<file path="config.mk">
export PLATFORM = sky130hd
export DESIGN_NAME = debug_capture_flat
export DESIGN_NICKNAME = d
export VERILOG_FILES = /design/src/rtl/debug_capture_if.sv /design/src/rtl/debug_capture.sv /design/src/flat_wrapper.sv
export SDC_FILE = /design/constraint.sdc
export NUM_CORES = 1
export LEC_CHECK = 0
export ABC_AREA = 1
export CAP_MARGIN = 10
export CORE_MARGIN = 10
export CORE_UTILIZATION = 40
export CTS_BUF_LIST = sky130_fd_sc_hd__clkbuf_8
export DETAILED_ROUTE_END_ITERATION = 8
export PLACE_DENSITY = 0.62
export SLEW_MARGIN = 10
export SYNTH_ARGS = -nofsm -noshare
export SYNTH_HDL_FRONTEND = slang
export SYNTH_SLANG_ARGS = --single-unit
</file>
<file path="constraint.sdc">
create_clock -name sys_clk -period 7.9 [get_ports sys_clk]
set_input_delay 1.58 -clock sys_clk [delete_from_list [all_inputs] [get_ports sys_clk]]
set_output_delay 1.58 -clock sys_clk [all_outputs]
set_load 0.02 [all_outputs]
</file>
<file path="src/rtl/debug_capture_if.sv">
// -----------------------------------------------------------------------------
// debug_capture_if
//   Streaming beat bundle (valid, data, sop, eop, empty) shared by the monitored
//   input and the pass-through output of debug_capture.
//   Parameter DW : data word width in bits.
//   modport master : drives the stream.
//   modport slave  : observes the stream.
// -----------------------------------------------------------------------------
interface debug_capture_if #(
    parameter int DW = 32
);
    logic          valid;
    logic [DW-1:0] data;
    logic          sop;
    logic          eop;
    logic [1:0]    empty;

    modport master (output valid, data, sop, eop, empty);
    modport slave  (input  valid, data, sop, eop, empty);
endinterface

</file>
<file path="src/rtl/debug_capture.sv">
// -----------------------------------------------------------------------------
// debug_capture
//   Stream logic-analyser: watches a streaming bus, arms on a button, triggers
//   on a beat count / eop / sop, captures up to DEPTH beats, and shows one
//   captured entry at a time on LEDs and 7-segment digits.
//
//   Ports:
//     sys_clk   : single clock, rising edge.
//     reset     : asynchronous active-high reset.
//     in        : monitored stream (slave modport).
//     out       : zero-latency copy of in (master modport).
//     SW[17:16] : trigger mode (0 count, 1 count within packet, 2 eop, 3 sop).
//     SW[15:0]  : trigger beat index for modes 0/1.
//     KEY[3:0]  : active-low buttons; [0] arm, [1] clear, [2] step, [3] unused.
//     LEDG[7:0] : [0] armed, [1] capturing, [2] done, [3] sop, [4] eop,
//                 [6:5] empty of displayed entry, [7] counter saturated.
//     hex_disp  : active-low 7-seg digits, digit i = nibble i of displayed word;
//                 blank (7'h7F) when the displayed entry is invalid.
// -----------------------------------------------------------------------------
module debug_capture #(
    parameter int DEPTH    = 4,
    parameter bit EOP_STOP = 1'b1,
    parameter int BPW      = 4
) (
    input  logic                   sys_clk,
    input  logic                   reset,
    debug_capture_if.slave         in,
    debug_capture_if.master        out,
    input  logic [17:0]            SW,
    input  logic [3:0]             KEY,
    output logic [7:0]             LEDG,
    output logic [2*BPW-1:0][6:0]  hex_disp
);

    localparam int                DW    = 8 * BPW;
    localparam int                AW    = (DEPTH > 1) ? $clog2(DEPTH) : 1;
    localparam logic [AW-1:0]     LAST  = AW'(DEPTH - 1);
    localparam int unsigned       NDIG  = 2 * BPW;

    typedef enum logic [1:0] {
        S_IDLE,
        S_ARMED,
        S_CAPTURE,
        S_DONE
    } state_e;

    state_e            state_q, state_d;
    logic [3:0]        key_q, key_d;
    logic [DEPTH-1:0]  vld_q, vld_d;
    logic [AW-1:0]     wr_ptr_q, wr_ptr_d;
    logic [AW-1:0]     rd_ptr_q, rd_ptr_d;
    logic [15:0]       cnt_q, cnt_d;
    logic              sat_q, sat_d;

    // Entry payload {empty, eop, sop, data}; no reset, validity lives in vld_q.
    logic [DW+3:0]     mem_q [DEPTH];

    logic              we;
    logic [AW-1:0]     waddr;
    logic [3:0]        key_evt;
    logic [1:0]        mode;
    logic [15:0]       eff_cnt;
    logic              trig_cond;
    logic              unused_key3;
    logic [DW+3:0]     rd_word;
    logic              rd_vld;

    function automatic logic [AW-1:0] ptr_inc(input logic [AW-1:0] p);
        return (p == LAST) ? '0 : p + 1'b1;
    endfunction

    function automatic logic [6:0] seg7(input logic [3:0] n);
        case (n)
            4'h0: return 7'h40;
            4'h1: return 7'h79;
            4'h2: return 7'h24;
            4'h3: return 7'h30;
            4'h4: return 7'h19;
            4'h5: return 7'h12;
            4'h6: return 7'h02;
            4'h7: return 7'h78;
            4'h8: return 7'h00;
            4'h9: return 7'h10;
            4'hA: return 7'h08;
            4'hB: return 7'h03;
            4'hC: return 7'h46;
            4'hD: return 7'h21;
            4'hE: return 7'h06;
            default: return 7'h0E;
        endcase
    endfunction

    // Stream pass-through, purely combinational.
    always_comb begin
        out.valid = in.valid;
        out.data  = in.data;
        out.sop   = in.sop;
        out.eop   = in.eop;
        out.empty = in.empty;
    end

    // State register.
    always_ff @(posedge sys_clk or posedge reset) begin
        if (reset) begin
            state_q  <= S_IDLE;
            key_q    <= 4'hF;
            vld_q    <= '0;
            wr_ptr_q <= '0;
            rd_ptr_q <= '0;
            cnt_q    <= '0;
            sat_q    <= 1'b0;
        end else begin
            state_q  <= state_d;
            key_q    <= key_d;
            vld_q    <= vld_d;
            wr_ptr_q <= wr_ptr_d;
            rd_ptr_q <= rd_ptr_d;
            cnt_q    <= cnt_d;
            sat_q    <= sat_d;
        end
    end

    always_ff @(posedge sys_clk) begin
        if (we) begin
            mem_q[waddr] <= {in.empty, in.eop, in.sop, in.data};
        end
    end

    // Next-state and datapath.
    always_comb begin
        state_d  = state_q;
        key_d    = KEY;
        vld_d    = vld_q;
        wr_ptr_d = wr_ptr_q;
        rd_ptr_d = rd_ptr_q;
        cnt_d    = cnt_q;
        sat_d    = sat_q;
        we       = 1'b0;
        waddr    = wr_ptr_q;

        // Falling edge of an active-low button = one press event.
        key_evt  = key_q & ~KEY;
        mode     = SW[17:16];
        // In packet-count mode the sop beat itself is index 0.
        eff_cnt  = (mode == 2'd1 && in.sop) ? '0 : cnt_q;

        case (mode)
            2'd0, 2'd1: trig_cond = (eff_cnt == SW[15:0]);
            2'd2:       trig_cond = in.eop;
            default:    trig_cond = in.sop;
        endcase

        // Clear wins over arm; both restart the capture from scratch.
        if (key_evt[1] || key_evt[0]) begin
            state_d  = key_evt[1] ? S_IDLE : S_ARMED;
            vld_d    = '0;
            wr_ptr_d = '0;
            rd_ptr_d = '0;
            cnt_d    = '0;
            sat_d    = 1'b0;
        end else begin
            case (state_q)
                S_ARMED: begin
                    if (in.valid) begin
                        if (mode == 2'd1 && in.sop) begin
                            cnt_d = 16'd1;
                        end else if (cnt_q != '1) begin
                            cnt_d = cnt_q + 16'd1;
                        end
                        sat_d = sat_q | (cnt_d == '1);
                        if (trig_cond) begin
                            we       = 1'b1;
                            waddr    = '0;
                            vld_d[0] = 1'b1;
                            wr_ptr_d = ptr_inc('0);
                            state_d  = ((DEPTH == 1) || (EOP_STOP && in.eop)) ? S_DONE : S_CAPTURE;
                        end
                    end
                end
                S_CAPTURE: begin
                    if (in.valid) begin
                        we              = 1'b1;
                        vld_d[wr_ptr_q] = 1'b1;
                        wr_ptr_d        = ptr_inc(wr_ptr_q);
                        if ((wr_ptr_q == LAST) || (EOP_STOP && in.eop)) begin
                            state_d = S_DONE;
                        end
                    end
                end
                S_DONE: begin
                    if (key_evt[2]) begin
                        rd_ptr_d = ptr_inc(rd_ptr_q);
                    end
                end
                default: ;
            endcase
        end
    end

    assign unused_key3 = key_evt[3];

    // Outputs.
    always_comb begin
        rd_word = mem_q[rd_ptr_q];
        rd_vld  = vld_q[rd_ptr_q];

        LEDG    = '0;
        LEDG[0] = (state_q == S_ARMED);
        LEDG[1] = (state_q == S_CAPTURE);
        LEDG[2] = (state_q == S_DONE);
        if (rd_vld) begin
            LEDG[6:3] = rd_word[DW+3:DW];
        end
        LEDG[7] = sat_q;

        for (int unsigned i = 0; i < NDIG; i++) begin
            hex_disp[i] = rd_vld ? seg7(rd_word[4*i +: 4]) : 7'h7F;
        end
    end

endmodule
</file>
<file path="src/flat_wrapper.sv">
// flat-port wrapper written by rule: the top's interface ports become plain ports
module debug_capture_flat 
#(
    parameter int DEPTH    = 4,
    parameter bit EOP_STOP = 1'b1,
    parameter int BPW      = 4
)
  (sys_clk, reset, SW, KEY, LEDG, hex_disp, in_valid, in_data, in_sop, in_eop, in_empty, out_valid, out_data, out_sop, out_eop, out_empty);
  debug_capture_if in_i ();
  debug_capture_if out_i ();
  input  logic sys_clk;
  input  logic reset;
  input  logic [17:0] SW;
  input  logic [3:0] KEY;
  output logic [7:0] LEDG;
  output logic [2*BPW-1:0][6:0] hex_disp;
  input wire logic [$bits(in_i.valid)-1:0] in_valid;
  input wire logic [$bits(in_i.data)-1:0] in_data;
  input wire logic [$bits(in_i.sop)-1:0] in_sop;
  input wire logic [$bits(in_i.eop)-1:0] in_eop;
  input wire logic [$bits(in_i.empty)-1:0] in_empty;
  output wire logic [$bits(out_i.valid)-1:0] out_valid;
  output wire logic [$bits(out_i.data)-1:0] out_data;
  output wire logic [$bits(out_i.sop)-1:0] out_sop;
  output wire logic [$bits(out_i.eop)-1:0] out_eop;
  output wire logic [$bits(out_i.empty)-1:0] out_empty;
  assign in_i.valid = in_valid;
  assign in_i.data = in_data;
  assign in_i.sop = in_sop;
  assign in_i.eop = in_eop;
  assign in_i.empty = in_empty;
  assign out_valid = out_i.valid;
  assign out_data = out_i.data;
  assign out_sop = out_i.sop;
  assign out_eop = out_i.eop;
  assign out_empty = out_i.empty;
  debug_capture #(.DEPTH(DEPTH), .EOP_STOP(EOP_STOP), .BPW(BPW)) u_core (.sys_clk(sys_clk), .reset(reset), .in(in_i), .out(out_i), .SW(SW), .KEY(KEY), .LEDG(LEDG), .hex_disp(hex_disp));
endmodule
</file>
=== Word level (Yosys, flattened, before mapping) ===
Memories as Yosys holds them, arrays and structs flattened.
Cells that the tools add are included.

* Flip-flop bits (word level): 30
* RAM bits: 144
* ROM bits: 896
* Input bits: 61
* Output and inout port bits: 101
* Logic and storage cells: 119
* Memories kept: 9

* $add $sub $neg: 3
* Order comparisons: 3
* Equal/unequal tests: 14
* Muxes and demuxes: 61
* Bitwise logic cells: 4
* Reduce and logical (&&, ||, !) cells: 17

{| class="wikitable"
|+ Memory list
! name !! words !! bits a word !! read ports !! clocked after Yosys merged registers in !! wr ports !! RTL line !! source
|-
| u_core.mem_q || 4 || 36 || 1 || 0 || 1 || debug_capture.sv:56 || <nowiki>logic [DW+3:0] mem_q [DEPTH];</nowiki>
|-
| (name not given) || 16 || 7 || 1 || 0 || 0 || debug_capture.sv:73 || <nowiki>case (n)</nowiki>
|-
| (name not given) || 16 || 7 || 1 || 0 || 0 || debug_capture.sv:73 ||
|-
| (name not given) || 16 || 7 || 1 || 0 || 0 || debug_capture.sv:73 ||
|-
| (name not given) || 16 || 7 || 1 || 0 || 0 || debug_capture.sv:73 ||
|-
| (name not given) || 16 || 7 || 1 || 0 || 0 || debug_capture.sv:73 ||
|-
| 3 more memories || n/a || n/a || n/a || n/a || n/a || n/a ||
|}

{| class="wikitable"
|+ Operators by type and width
! kind !! count
|-
| 16-bit two-way mux || 9
|-
| 7-bit two-way mux || 8
|-
| 2-bit two-way mux || 18
|-
| 16-bit by 1-bit adder with 16-bit output (second input constant) || 1
|-
| 16-bit equality test || 1
|-
| 16-bit equality test (second input constant) || 1
|-
| 16-bit inequality test (second input constant) || 1
|-
| 1-bit two-way mux || 15
|-
| 4-bit two-way mux || 3
|-
| 3-bit by 1-bit inequality test with 1-bit output (second input constant) || 4
|-
| 2-bit equality test (second input constant) || 5
|-
| 2-bit nonzero test || 5
|-
| 2-bit case mux with 2 select lines || 2
|-
| 2-bit by 3-bit < comparator with 1-bit output (second input constant) || 2
|-
| 1-bit case mux with 2 select lines || 3
|-
| 2-bit AND reduction || 3
|-
| 5-bit AND reduction || 1
|-
| 2-bit by 1-bit adder with 2-bit output (second input constant) || 2
|-
| 2-bit by 1-bit equality test with 1-bit output (second input constant) || 2
|-
| 4-bit OR || 1
|-
| 4-bit AND reduction || 1
|-
| 3-bit AND || 1
|-
| 3-bit two-way mux || 1
|-
| 3-bit NOT || 1
|-
| 9 further kinds || 11
|}

=== Depth between registers and ports, before layout ===
Gate-level depths: netlist of run 1.

* Word-level depth: 11
* Mapped depth: 15
* Mapped depth without buffers: 14

=== Worst setup path after synthesis of run 1 ===
Ideal clock, no wire load.

* Kind: input port to flip-flop
* From: input port SW[17]
* To: memory u_core.mem_q[0][0] (netlist bit) (enable)
* Library setup time: 0.429 ns
* Data arrival time: 4.218 ns
* Data required time: 7.471 ns
* Slack: 3.253 ns
* Cell stages on the path: 13
* Path buffers: 1
* Path through: inv_1 -> nand3_2 -> buf_4 -> nand2_1 -> xor2_1 -> nand2_1 -> nor2_1 -> nand3_1 -> nand2_1 -> nand2_1 -> o21ai_0 -> nand2_1 -> nor2_1

* Longest elaborated chain between the ends: 11
* Elaborated cells between the ends (all ways): 18
* Classes of those cells: eq/ne: 3; mux: 12; reduce/logical: 3

{| class="wikitable"
|+ Ends and longest elaborated chain
! item !! RTL line !! source
|-
| start, declared || flat_wrapper.sv:13 || <nowiki>input logic [17:0] SW;</nowiki>
|-
| 2-bit by 1-bit equality test with 1-bit output || debug_capture.sv:145, debug_capture.sv:147 ||
|-
| 1-bit logical AND || debug_capture.sv:145 || <nowiki>eff_cnt = (mode == 2'd1 && in.sop) ? '0 : cnt_q;</nowiki>
|-
| 16-bit two-way mux || debug_capture.sv:145 ||
|-
| 16-bit equality test || debug_capture.sv:148 || <nowiki>2'd0, 2'd1: trig_cond = (eff_cnt == SW[15:0]);</nowiki>
|-
| 1-bit case mux with 2 select lines * || debug_capture.sv:147 || <nowiki>case (mode)</nowiki>
|-
| 1-bit two-way mux || debug_capture.sv:171 || <nowiki>if (trig_cond) begin</nowiki>
|-
| 1-bit two-way mux || debug_capture.sv:164 || <nowiki>if (in.valid) begin</nowiki>
|-
| 1-bit case mux with 2 select lines || debug_capture.sv:162 || <nowiki>case (state_q)</nowiki>
|-
| 1-bit two-way mux || debug_capture.sv:154 || <nowiki>if (key_evt[1] || key_evt[0]) begin</nowiki>
|-
| 1-bit two-way mux || debug_capture.sv:124 || <nowiki>if (we) begin</nowiki>
|-
| 1-bit two-way mux (implied by the code) || debug_capture.sv:125 || <nowiki>mem_q[waddr] <= {in.empty, in.eop, in.sop, in.data};</nowiki>
|-
| end, declared || debug_capture.sv:56 ||
|}

Mark *: on every way between the ends. The rest lies on a longest branch, timed or not.

==> insert_results.sql, run 1 <==
INSERT INTO impl_metrics (metric_group, metric, value, unit) VALUES
('finish', 'most_common_cell_after_layout_fill_and_taps_aside', 'nand2_1', ''),
('timing', 'period_minus_slack', '5.924', 'ns'),
('cts', 'cts_num_sinks', '174', ''),
('logic_synthesis', 'synth_cells', '1112', ''),
('floorplan', 'fp.dieH', '178.3', 'um'),
('placed_design', 'place_area', '0.01166', 'mm^2'),
('outcome', 'outcome', 'completed', ''),
('logic_synthesis', 'synth_cell_types', '36', ''),
('global_routing', 'vias_in_the_first_global_route', '7489', ''),
('floorplan', 'floorplan.initialDensity', '0.4100', ''),
('routing', 'dr.first_iter.drc_count', '587', ''),
('logic_synthesis', 'synth_edf_count', '144', ''),
('finish', 'final_net_count', '1343', ''),
('timing', 'setup-violations-final', '0', ''),
('logic_synthesis', 'synth_ff_type', 'edfxtp_1', ''),
('cts', 'cts_max_path_buffers', '2', ''),
('finish', 'post_layout_nonfiller_instances', '1562', ''),
('setup_path', 'cpPeakStageDelay', '0.72', 'ns'),
('global_routing', 'grt_util_all_layers', '0.1555', ''),
('finish', 'post-route-cell-area', '0.01203', 'mm^2'),
('cts', 'worst_skew_pair.late_latency', '0.46', 'ns'),
('floorplan', 'core_region_area', '0.02446', 'mm^2'),
('setup_path', 'critPathCaptureType', 'primary output', ''),
('placed_design', 'place_hpwl', '17.58', 'mm'),
('timing', 'setup_tns', '0', 'ns'),
('routing', 'avgViaCountPerCell', '5.067', ''),
('logic_synthesis', 'synth.top_cells.by_area', 'edfxtp_1 (43%), nand2_1 (11%), ha_1 (7.1%)', ''),
('timing', 'timing.max_slew.rel_slack', '0.2594', ''),
('timing', 'worst-slew-pin-transition', '1.107', 'ns'),
('timing', 'achievable-frequency', '0.1688', 'GHz'),
('cts', 'tritoncts', 'yes', ''),
('cts', 'clkSlewWorstSetupHoldPaths', '0.09', 'ns'),
('global_routing', 'grt_antenna_before_repair', '0', ''),
('logic_synthesis', 'postSynthNetCount', '1230', ''),
('placed_design', 'gp_congestion', '0.8723', ''),
('logic_synthesis', 'synth-async-reset-ratio', '0.1724', ''),
('global_routing', 'globalRouteOverflowTotal', '0', ''),
('power_and_ir_drop', 'power.density', '195.1', 'mW/mm^2'),
('placed_design', 'dpl.cell_count', '1530', ''),
('finish', 'layout-area-overhead-vs-synth', '19.94', '%'),
('routing', 'vias_post_dr', '7914', ''),
('floorplan', 'die-width', '178.3', 'um'),
('logic_synthesis', 'flip_flop_and_latch_count_after_synthesis', '174', ''),
('logic_synthesis', 'post_synthesis_area_per_instance', '9.018', 'um^2'),
('min_path', 'min_delay_worst_type', 'flop to flop', ''),
('setup_path', 'worstSetupPathType', 'flop to primary output', ''),
('placed_design', 'io_buffers', '160', ''),
('finish', 'diodes', '0', ''),
('cts', 'numCtsBuffers', '17', ''),
('floorplan', 'placementRows', '57', ''),
('global_routing', 'largest_net_degree_at_the_start_of_global_routing', '79', ''),
('setup_path', 'path_cells', 'inv_2 -> buf_4 -> a21oi_1 -> a32oi_1 -> inv_1 -> ha_1 -> nor2_1 -> o21ai_0 -> nand3_1 -> clkdlybuf4s50_1', ''),
('routing', 'wirelength_per_cell', '16.02', 'um'),
('global_routing', 'grt_first_pass_wirelength', '39.59', 'mm'),
('routing', '1st_pass_router_iterations', '5', ''),
('logic_synthesis', 'syn_area', '0.01003', 'mm^2'),
('setup_path', 'critical_path.max_fanout', '41', ''),
('logic_synthesis', 'synth_sequential_area_ratio', '0.5064', ''),
('power_and_ir_drop', 'power.ir.vdd_worst', '0.1338', 'mV'),
('setup_path', 'crit_arrival', '4.34', 'ns'),
('routing', 'route.antenna.remaining_nets', '0', ''),
('timing', 'total_count_of_max_transition_violations_in_the_final_report', '0', ''),
('cts', 'post-cts-setup-buffer-count', '0', ''),
('setup_path', 'worstSetupStartpointType', 'flop', ''),
('timing', 'final_hold_viol_count', '0', ''),
('floorplan', 'die-area', '0.03180', 'mm^2'),
('timing', 'fin_skew', '0.01025', 'ns'),
('cts', 'cts_hold_repair.buffers', '0', ''),
('timing', 'rsz_0062_raised_after_global_routing', 'no', ''),
('floorplan', 'io_pins', '162', ''),
('logic_synthesis', 'synth_top_area_share', '0.4312', '');
-- registers in the layout (all words and copies together), names as in the netlist --
name and cells:
u_core.cnt_q 16, u_core.rd_ptr_q 2, u_core.wr_ptr_q 2, u_core.vld_q 4
u_core.sat_q 1, u_core.key_q 3, u_core.mem_q 144, u_core.state_q 2
-- logic make-up (layout without fill, tap and decap cells) --
logic type               after synthesis  count (layout)  synth area share
adder cells (fa/ha/maj)               57              57           0.07112
flip-flops                           174             174            0.5064
AO/OA/AOI/OAI                        192             192            0.1152
AND/OR/NAND/NOR                      501             501            0.2148
buffers and inverters                182             308           0.08721
XOR/XNOR                               6               6          0.005240
-- power breakdown --
part / switching (uW) / internal, uW / total (uW)
combinational: 445 / 290 / 736
clock: 348 / 228 / 575
sequential: 16.5 / 1020 / 1040
total: 809 / 1540 / 2350
-- synth_stat cells, types with 5 or more instances --
cell	number
ha_1	57
buf_4	43
dfrtp_1	27
o22ai_1	8
buf_2	17
inv_1	95
o311ai_0	8
nor2_1	71
inv_2	10
a31oi_1	17
nor3_1	5
clkbuf_1	14
nand4_1	8
nand3_1	106
edfxtp_1	144
nand3b_1	8
o21ai_0	76
nand2_1	285
a21oi_1	56
a32oi_1	20
-- per-stage QoR --
stage	total power [uW]	setup WS [ns]	hold slack, ns
floorplan	1479	3.253	0.4641
global placement	1797	2.341	0.4859
detailed placement	1801	2.359	0.4934
CTS	2370	1.862	0.5154
global route	2483	1.543	0.5398
finish	2347	1.976	0.5115
-- critical path: cells and delay by family (launching register included) --
kind                     cells  cell delay [ns]
adder cells (fa/ha/maj)      1             0.36
AO/OA/AOI/OAI                3             0.67
flip-flops                   1             0.66
buffers and inverters        4             2.00
AND/OR/NAND/NOR              2             0.17
-- area by class of cell --
type	count	area [um^2]	share of cell area
clock buffer	17	234.0	0.01945
clock inverter	15	131.4	0.01092
tap	324	405.4	0.03370
multi-input combinational	756	4105	0.3413
sequential	174	5080	0.4223
inverter	107	402.9	0.03350
timing repair buffer	169	1669	0.1388
-- final timing paths --
check,from,end,slack (ns),depth (start not counted)
min reg2reg,u_core.vld_q[3],u_core.vld_q[3],0.51,1
min,u_core.vld_q[3],u_core.vld_q[3],0.51,1
max reg2reg,u_core.state_q[1],u_core.mem_q[0][11],4.41,9
max in group asynchronous,reset,u_core.key_q[2],6.08,3
max,u_core.rd_ptr_q[1],hex_disp[52],1.98,10
min in group asynchronous,reset,u_core.state_q[0],1.50,3
-- metal layers --
layer | global-route usage | share of wire | vias to the layer above
met1 | 0.1973 | 0.45 | 3699
li1 | - | - | 4015
met2 | 0.2642 | 0.48 | 180
met4 | 0.04306 | 0.012 | 0
met5 | 0 | 0 | -
met3 | 0.03066 | 0.057 | 20
(Power assumes the default switching activity.)
==> run 2: changes to the inputs <==
--- a/config.mk
+++ b/config.mk
@@ -11,7 +11,7 @@
 export CORE_UTILIZATION = 40
 export CTS_BUF_LIST = sky130_fd_sc_hd__clkbuf_8
 export DETAILED_ROUTE_END_ITERATION = 8
-export PLACE_DENSITY = 0.62
+export PLACE_DENSITY = 0.64
 export SLEW_MARGIN = 10
 export SYNTH_ARGS = -nofsm -noshare
 export SYNTH_HDL_FRONTEND = slang
==> constraint.sdc (replaced) <==
create_clock -name sys_clk -period 4.98 [get_ports sys_clk]
set_input_delay 0.996 -clock sys_clk [delete_from_list [all_inputs] [get_ports sys_clk]]
set_output_delay 0.996 -clock sys_clk [all_outputs]
set_load 0.02 [all_outputs]
==> run 2 against run 1 <==
Sequential share of layout area decreased by 0.44 points; cell area grew 1.1%; die area stayed put; clock skew is 0.0039 ns higher; final cell count is 0.45% higher; hold slack got worse by 0.013 ns; first-iteration DRC count shrank 1.4%; total power up 59%; register-to-register slack got worse by 1.8 ns; clock power rose by 56%; via count rose by 0.67%; largest cell class unchanged.
==> insert_results.sql, run 2 (synthesis results as in run 1) <==
INSERT INTO impl_metrics (metric_group, metric, value, unit) VALUES
('outcome', 'outcome', 'completed', ''),
('setup_path', 'path_delay_family', 'buffers and inverters', ''),
('routing', 'avgViaCountPerCell', '5.078', ''),
('floorplan', 'die-area', '0.03180', 'mm^2'),
('cts', 'tritoncts', 'yes', ''),
('floorplan', 'placementRows', '57', ''),
('setup_path', 'crit_arrival', '3.57', 'ns'),
('cts', 'cts_max_path_buffers', '2', ''),
('finish', 'diodes', '0', ''),
('setup_path', 'cpPeakStageDelay', '0.63', 'ns'),
('global_routing', 'gr-usage-met1', '0.1998', ''),
('setup_path', 'worstSetupPathType', 'flop to primary output', ''),
('routing', 'route.antenna.remaining_nets', '0', ''),
('power_and_ir_drop', 'power.density', '306.5', 'mW/mm^2'),
('cts', 'post-cts-setup-buffer-count', '0', ''),
('timing', 'worst_slack', '0.4096', 'ns'),
('floorplan', 'io_pins', '162', ''),
('timing', 'timing.max_slew.rel_slack', '0.4412', ''),
('global_routing', 'globalRouteMet2Util', '0.2592', ''),
('placed_design', 'io_buffers', '160', ''),
('power_and_ir_drop', 'power.ir.vdd_worst', '0.1766', 'mV'),
('global_routing', 'grt_first_pass_wirelength', '39.33', 'mm'),
('cts', 'cts_htree_levels', '4', ''),
('setup_path', 'path_cells', 'inv_2 -> buf_12 -> buf_4 -> a21oi_1 -> a32oi_1 -> inv_1 -> ha_1 -> nor2_1 -> o21ai_0 -> nand3_1 -> clkdlybuf4s50_1', ''),
('setup_path', 'crit_buf_inv', '5', ''),
('finish', 'layout.core_utilization', '0.4969', ''),
('min_path', 'min_delay_worst_type', 'flop to flop', ''),
('run', 'maxCapViolations', '0', ''),
('timing', 'setup-violations-final', '0', ''),
('cts', 'cts_num_sinks', '174', ''),
('timing', 'final_hold_viol_count', '0', ''),
('global_routing', 'grt_util_all_layers', '0.1546', ''),
('global_routing', 'grt_most_used_layer', 'met2', ''),
('placed_design', 'place_hpwl', '17.52', 'mm'),
('finish', 'registers.top_by_ff_count', 'u_core.mem_q', ''),
('finish', 'layout-area-overhead-vs-synth', '21.20', '%'),
('timing', 'rsz_0062_raised_after_global_routing', 'no', ''),
('timing', 'total_count_of_max_transition_violations_in_the_final_report', '0', ''),
('floorplan', 'die-width', '178.3', 'um'),
('cts', 'worst_skew_pair.late_latency', '0.45', 'ns'),
('finish', 'fillCellCount', '2225', ''),
('setup_path', 'critPathCaptureType', 'primary output', ''),
('finish', 'largest_reg_flops', '144', ''),
('timing', 'setup_tns', '0', 'ns'),
('routing', 'dr.first_iter.drc_count', '579', ''),
('global_routing', 'grt_antenna_before_repair', '0', ''),
('finish', 'layout-drive-gt1-share', '0.06988', ''),
('finish', 'largest_registers', 'u_core.mem_q: 144 flops, u_core.cnt_q: 16 flops, u_core.vld_q: 4 flops', ''),
('routing', 'vias_post_dr', '7967', ''),
('setup_path', 'crit_slowest_cell', 'clkdlybuf4s50_1', ''),
('placed_design', 'dpl_ws', '0.8970', 'ns'),
('cts', 'post_cts_resize_count', '0', ''),
('cts', 'cts_hold_repair.buffers', '0', ''),
('timing', 'fin_skew', '0.01419', 'ns'),
('timing', 'worst-slew-pin-transition', '0.8370', 'ns'),
('timing', 'period_minus_slack', '4.570', 'ns'),
('cts', 'clkSlewWorstSetupHoldPaths', '0.10', 'ns'),
('finish', 'final_net_count', '1350', ''),
('placed_design', 'gp_congestion', '0.9110', ''),
('floorplan', 'floorplan.initialDensity', '0.4100', ''),
('setup_path', 'critical_path.max_fanout', '36', ''),
('routing', 'drt_wl_total', '24.86', 'mm'),
('floorplan', 'core_region_area', '0.02446', 'mm^2'),
('routing', 'wirelength_per_cell', '15.84', 'um'),
('timing', 'timing.final.crit_share', '0.9177', ''),
('finish', 'most_common_cell_after_layout_fill_and_taps_aside', 'nand2_1', ''),
('setup_path', 'critPathRequiredTime', '3.98', 'ns'),
('cts', 'ctsRootBufferMaster', 'clkbuf_8', ''),
('global_routing', 'globalRouteOverflowTotal', '0', ''),
('setup_path', 'worstSetupStartpointType', 'flop', ''),
('finish', 'post-route-cell-area', '0.01215', 'mm^2'),
('power_and_ir_drop', 'total_leakage_power', '0.004748', 'uW'),
('routing', 'route.detailed.drc', '0', ''),
('finish', 'most-common-layout-cells', 'nand2_1 (285), clkdlybuf4s50_1 (160), edfxtp_1 (144), nand3_1 (106), inv_1 (97)', ''),
('global_routing', 'vias_in_the_first_global_route', '7483', ''),
('placed_design', 'place_area', '0.01179', 'mm^2'),
('timing', 'achievable-frequency', '0.2188', 'GHz'),
('floorplan', 'fp.dieH', '178.3', 'um'),
('cts', 'numCtsBuffers', '17', ''),
('routing', '1st_pass_router_iterations', '5', ''),
('global_routing', 'largest_net_degree_at_the_start_of_global_routing', '50', ''),
('global_routing', 'use_met3', '0.02896', '');
==> run 2: changes by cell type in the layout (fill, tap and decap cells not counted), sizes merged <==
cell / delta
inv: +2
buf: +7
clkinvlp: -2
==> run 2: per-stage QoR <==
step | cells | hold WS (ns) | power, uW
6_report | 1569 | 0.4982 | 3725
5_1_grt | 1569 | 0.5123 | 3931
4_1_cts | 1569 | 0.5029 | 3758
3_5_place_dp | 1537 | 0.4804 | 2868
3_3_place_gp | 1537 | 0.4801 | 2859
2_1_floorplan | 1112 | 0.4641 | 2346
==> run 2: cell type report <==
class                           count  area, um^2  area share
Multi-Input combinational cell    756        4105      0.3378
Sequential cell                   174        5080      0.4180
Tap cell                          324       405.4     0.03335
Timing Repair Buffer              176        1797      0.1478
Clock inverter                     15       130.1     0.01071
Inverter                          107       402.9     0.03315
Clock buffer                       17       234.0     0.01925
==> run 2: final timing paths <==
kind | from | to | slack (ns) | cells after the start
hold / removal | u_core.vld_q[3] | u_core.vld_q[3] | 0.50 | 1
max in group asynchronous | reset | u_core.key_q[2] | 3.39 | 3
setup reg to reg | u_core.key_q[1] | u_core.sat_q | 2.62 | 12
setup / recovery | u_core.rd_ptr_q[1] | hex_disp[17] | 0.41 | 11
hold reg to reg | u_core.vld_q[3] | u_core.vld_q[3] | 0.50 | 1
min in group asynchronous | reset | u_core.sat_q | 0.88 | 2
==> run 2: layer usage <==
metal | share of wire | vias to the layer above
met3 | 0.057 | 29
li1 | - | 4026
met5 | 0 | -
met4 | 0.015 | 0
met2 | 0.48 | 205
met1 | 0.45 | 3707
==> run 2: power by group <==
| group | total (uW) | internal [uW] | switching (uW) |
|---|---|---|---|
| Combinational | 1180 | 471 | 714 |
| Sequential | 1640 | 1620 | 27.0 |
| Clock | 897 | 362 | 535 |
| Total | 3730 | 2450 | 1280 |
==> run 3: changes to the inputs <==
==> constraint.sdc (replaced) <==
create_clock -name sys_clk -period 4.98 [get_ports sys_clk]
set_input_delay 0.996 -clock sys_clk [delete_from_list [all_inputs] [get_ports sys_clk]]
set_output_delay 0.996 -clock sys_clk [all_outputs]
set_load 0.01 [all_outputs]
==> run 3 against run 2 <==
Clock power increased by 4.2%; fmax grew 0.19%; register-to-register slack worse by 0.04 ns; sequential power is essentially flat.
==> insert_results.sql, run 3 (synthesis results as in run 1) <==
INSERT INTO impl_metrics (metric_group, metric, value, unit) VALUES
('outcome', 'outcome', 'completed', ''),
('finish', 'final_net_count', '1350', ''),
('power_and_ir_drop', 'power.ir.vdd_worst', '0.1833', 'mV'),
('floorplan', 'fp.dieH', '178.3', 'um'),
('global_routing', 'largest_net_degree_at_the_start_of_global_routing', '53', ''),
('timing', 'achievable-frequency', '0.2192', 'GHz'),
('global_routing', 'globalRouteOverflowTotal', '0', ''),
('finish', 'area.sequential', '0.005080', 'mm^2'),
('power_and_ir_drop', 'internal-power', '2454', 'uW'),
('placed_design', 'place_hpwl', '17.76', 'mm'),
('power_and_ir_drop', 'seq_power_share', '0.452', ''),
('finish', 'diodes', '0', ''),
('finish', 'layout.core_utilization', '0.4979', ''),
('power_and_ir_drop', 'total_leakage_power', '0.004744', 'uW'),
('power_and_ir_drop', 'total_switching_power', '1184', 'uW'),
('routing', '1st_pass_router_iterations', '5', ''),
('global_routing', 'grt_antenna_before_repair', '0', ''),
('floorplan', 'core_region_area', '0.02446', 'mm^2'),
('cts', 'cts_num_sinks', '174', ''),
('power_and_ir_drop', 'power.density', '298.7', 'mW/mm^2'),
('global_routing', 'grt_first_pass_wirelength', '40.63', 'mm'),
('finish', 'most_common_cell_after_layout_fill_and_taps_aside', 'nand2_1', ''),
('timing', 'timing.final.crit_share', '0.9160', ''),
('floorplan', 'io_pins', '162', ''),
('cts', 'clkSlewWorstSetupHoldPaths', '0.10', 'ns'),
('timing', 'rsz_0062_raised_after_global_routing', 'no', ''),
('finish', 'most-common-layout-cells', 'nand2_1 (285), clkdlybuf4s50_1 (160), edfxtp_1 (144), nand3_1 (106), inv_1 (96)', ''),
('power_and_ir_drop', 'sw_ratio', '0.3255', ''),
('routing', 'dr.first_iter.drc_count', '585', ''),
('finish', 'fillCellCount', '2246', ''),
('floorplan', 'die-width', '178.3', 'um'),
('setup_path', 'critPathRequiredTime', '3.98', 'ns'),
('timing', 'total_count_of_max_transition_violations_in_the_final_report', '0', ''),
('floorplan', 'floorplan.initialDensity', '0.4100', ''),
('global_routing', 'vias_in_the_first_global_route', '7831', ''),
('cts', 'tritoncts', 'yes', ''),
('routing', 'drt_wl_total', '24.78', 'mm'),
('timing', 'setup_tns', '0', 'ns'),
('setup_path', 'critPathCaptureType', 'primary output', ''),
('routing', 'vias_post_dr', '8054', ''),
('cts', 'post-cts-setup-buffer-count', '0', ''),
('finish', 'largest_registers', 'u_core.mem_q: 144 flops, u_core.cnt_q: 16 flops, u_core.vld_q: 4 flops', ''),
('placed_design', 'dpl_ws', '0.7893', 'ns'),
('cts', 'cts_htree_levels', '4', ''),
('power_and_ir_drop', 'pwr-share-clk', '0.257', ''),
('finish', 'layout-drive-gt1-share', '0.07149', ''),
('timing', 'fin_skew', '0.01275', 'ns'),
('timing', 'worst-slew-pin-transition', '0.8718', 'ns'),
('min_path', 'min_delay_worst_type', 'flop to flop', ''),
('timing', 'timing.max_slew.rel_slack', '0.4188', ''),
('placed_design', 'io_buffers', '160', ''),
('placed_design', 'gp_congestion', '0.9058', ''),
('finish', 'largest_reg_flops', '144', ''),
('timing', 'period_minus_slack', '4.562', 'ns'),
('routing', 'avgViaCountPerCell', '5.133', ''),
('floorplan', 'placementRows', '57', ''),
('timing', 'final_hold_viol_count', '0', ''),
('floorplan', 'die-area', '0.03180', 'mm^2'),
('cts', 'cts_max_path_buffers', '2', ''),
('finish', 'area_of_the_multi_input_gates', '0.004105', 'mm^2'),
('routing', 'route.antenna.remaining_nets', '0', ''),
('setup_path', 'worstSetupStartpointType', 'flop', ''),
('timing', 'worst_slack', '0.4183', 'ns'),
('cts', 'numCtsBuffers', '17', ''),
('run', 'maxCapViolations', '0', ''),
('global_routing', 'grt_util_all_layers', '0.1586', ''),
('timing', 'setup-violations-final', '0', ''),
('setup_path', 'crit_arrival', '3.57', 'ns'),
('cts', 'ctsRootBufferMaster', 'clkbuf_8', ''),
('routing', 'route.detailed.drc', '0', ''),
('finish', 'layout-area-overhead-vs-synth', '21.45', '%'),
('cts', 'worst_skew_pair.late_latency', '0.47', 'ns'),
('setup_path', 'critical_path.max_fanout', '51', ''),
('timing', 'hold_slack', '0.5044', 'ns'),
('setup_path', 'worstSetupPathType', 'flop to primary output', ''),
('finish', 'registers.top_by_ff_count', 'u_core.mem_q', ''),
('routing', 'wirelength_per_cell', '15.79', 'um'),
('power_and_ir_drop', 'combinationalPowerShare', '0.291', '');
-- run 3: worst paths after layout --
kind / from / end / slack, ns / cells after the start
min in group asynchronous: reset / u_core.sat_q / 0.97 / 2
hold / removal: u_core.vld_q[3] / u_core.vld_q[3] / 0.50 / 1
setup reg to reg: u_core.cnt_q[4] / u_core.mem_q[1][3] / 2.58 / 10
hold reg to reg: u_core.vld_q[3] / u_core.vld_q[3] / 0.50 / 1
max in group asynchronous: reset / u_core.rd_ptr_q[0] / 3.33 / 3
setup / recovery: u_core.rd_ptr_q[0] / hex_disp[45] / 0.42 / 10
-- run 3: critical path, stage by stage, from the launching register on --
cell and delay, ns:
dfrtp_2 0.39, buf_6 0.36, buf_4 0.39, nand2_1 0.09
a32oi_1 0.46, inv_1 0.22, ha_1 0.34, nor2_1 0.12
o21ai_0 0.09, nand3_1 0.07, clkdlybuf4s50_1 0.56
-- run 3: timing repair --
action,in CTS,in global routing
hold buffers,0,0
endpoints found under the setup margin,0,1
resized for setup,0,1
-- run 3: metal layers --
layer / share of wire / routed length (um) / GRT usage / vias to the layer above
met2: 0.48 / 11940 / 0.2701 / 237
met1: 0.44 / 10970 / 0.1993 / 3771
li1: - / - / - / 4021
met3: 0.058 / 1439 / 0.02960 / 25
met4: 0.018 / 440 / 0.04960 / 0
met5: 0 / 0 / 0 / -
-- run 3: cell type report --
| cell class | count | share of cell area |
|---|---|---|
| multi-input combinational | 756 | 0.3371 |
| clock inverter | 15 | 0.01243 |
| timing repair buffer | 176 | 0.1478 |
| inverter | 107 | 0.03308 |
| sequential | 174 | 0.4171 |
| clock buffer | 17 | 0.01921 |
| tap | 324 | 0.03329 |
-- run 3: through the flow --
| step | power (uW) | cell area, um^2 | instances |
|---|---|---|---|
| 3_5_place_dp | 2750 | 11790 | 1537 |
| 3_3_place_gp | 2739 | 11790 | 1537 |
| 4_1_cts | 3679 | 12180 | 1569 |
| 5_1_grt | 3851 | 12180 | 1569 |
| 6_report | 3638 | 12180 | 1569 |
| 2_1_floorplan | 2227 | 10030 | 1112 |
-- run 3: power groups by stage --
stage	logic, uW	registers (uW)	clock network [uW]
after floorplan	558	1670	0
after global placement	1060	1680	0
after detailed placement	1070	1680	0
after CTS	1080	1640	957
after global routing	1190	1650	1010
final	1060	1640	935
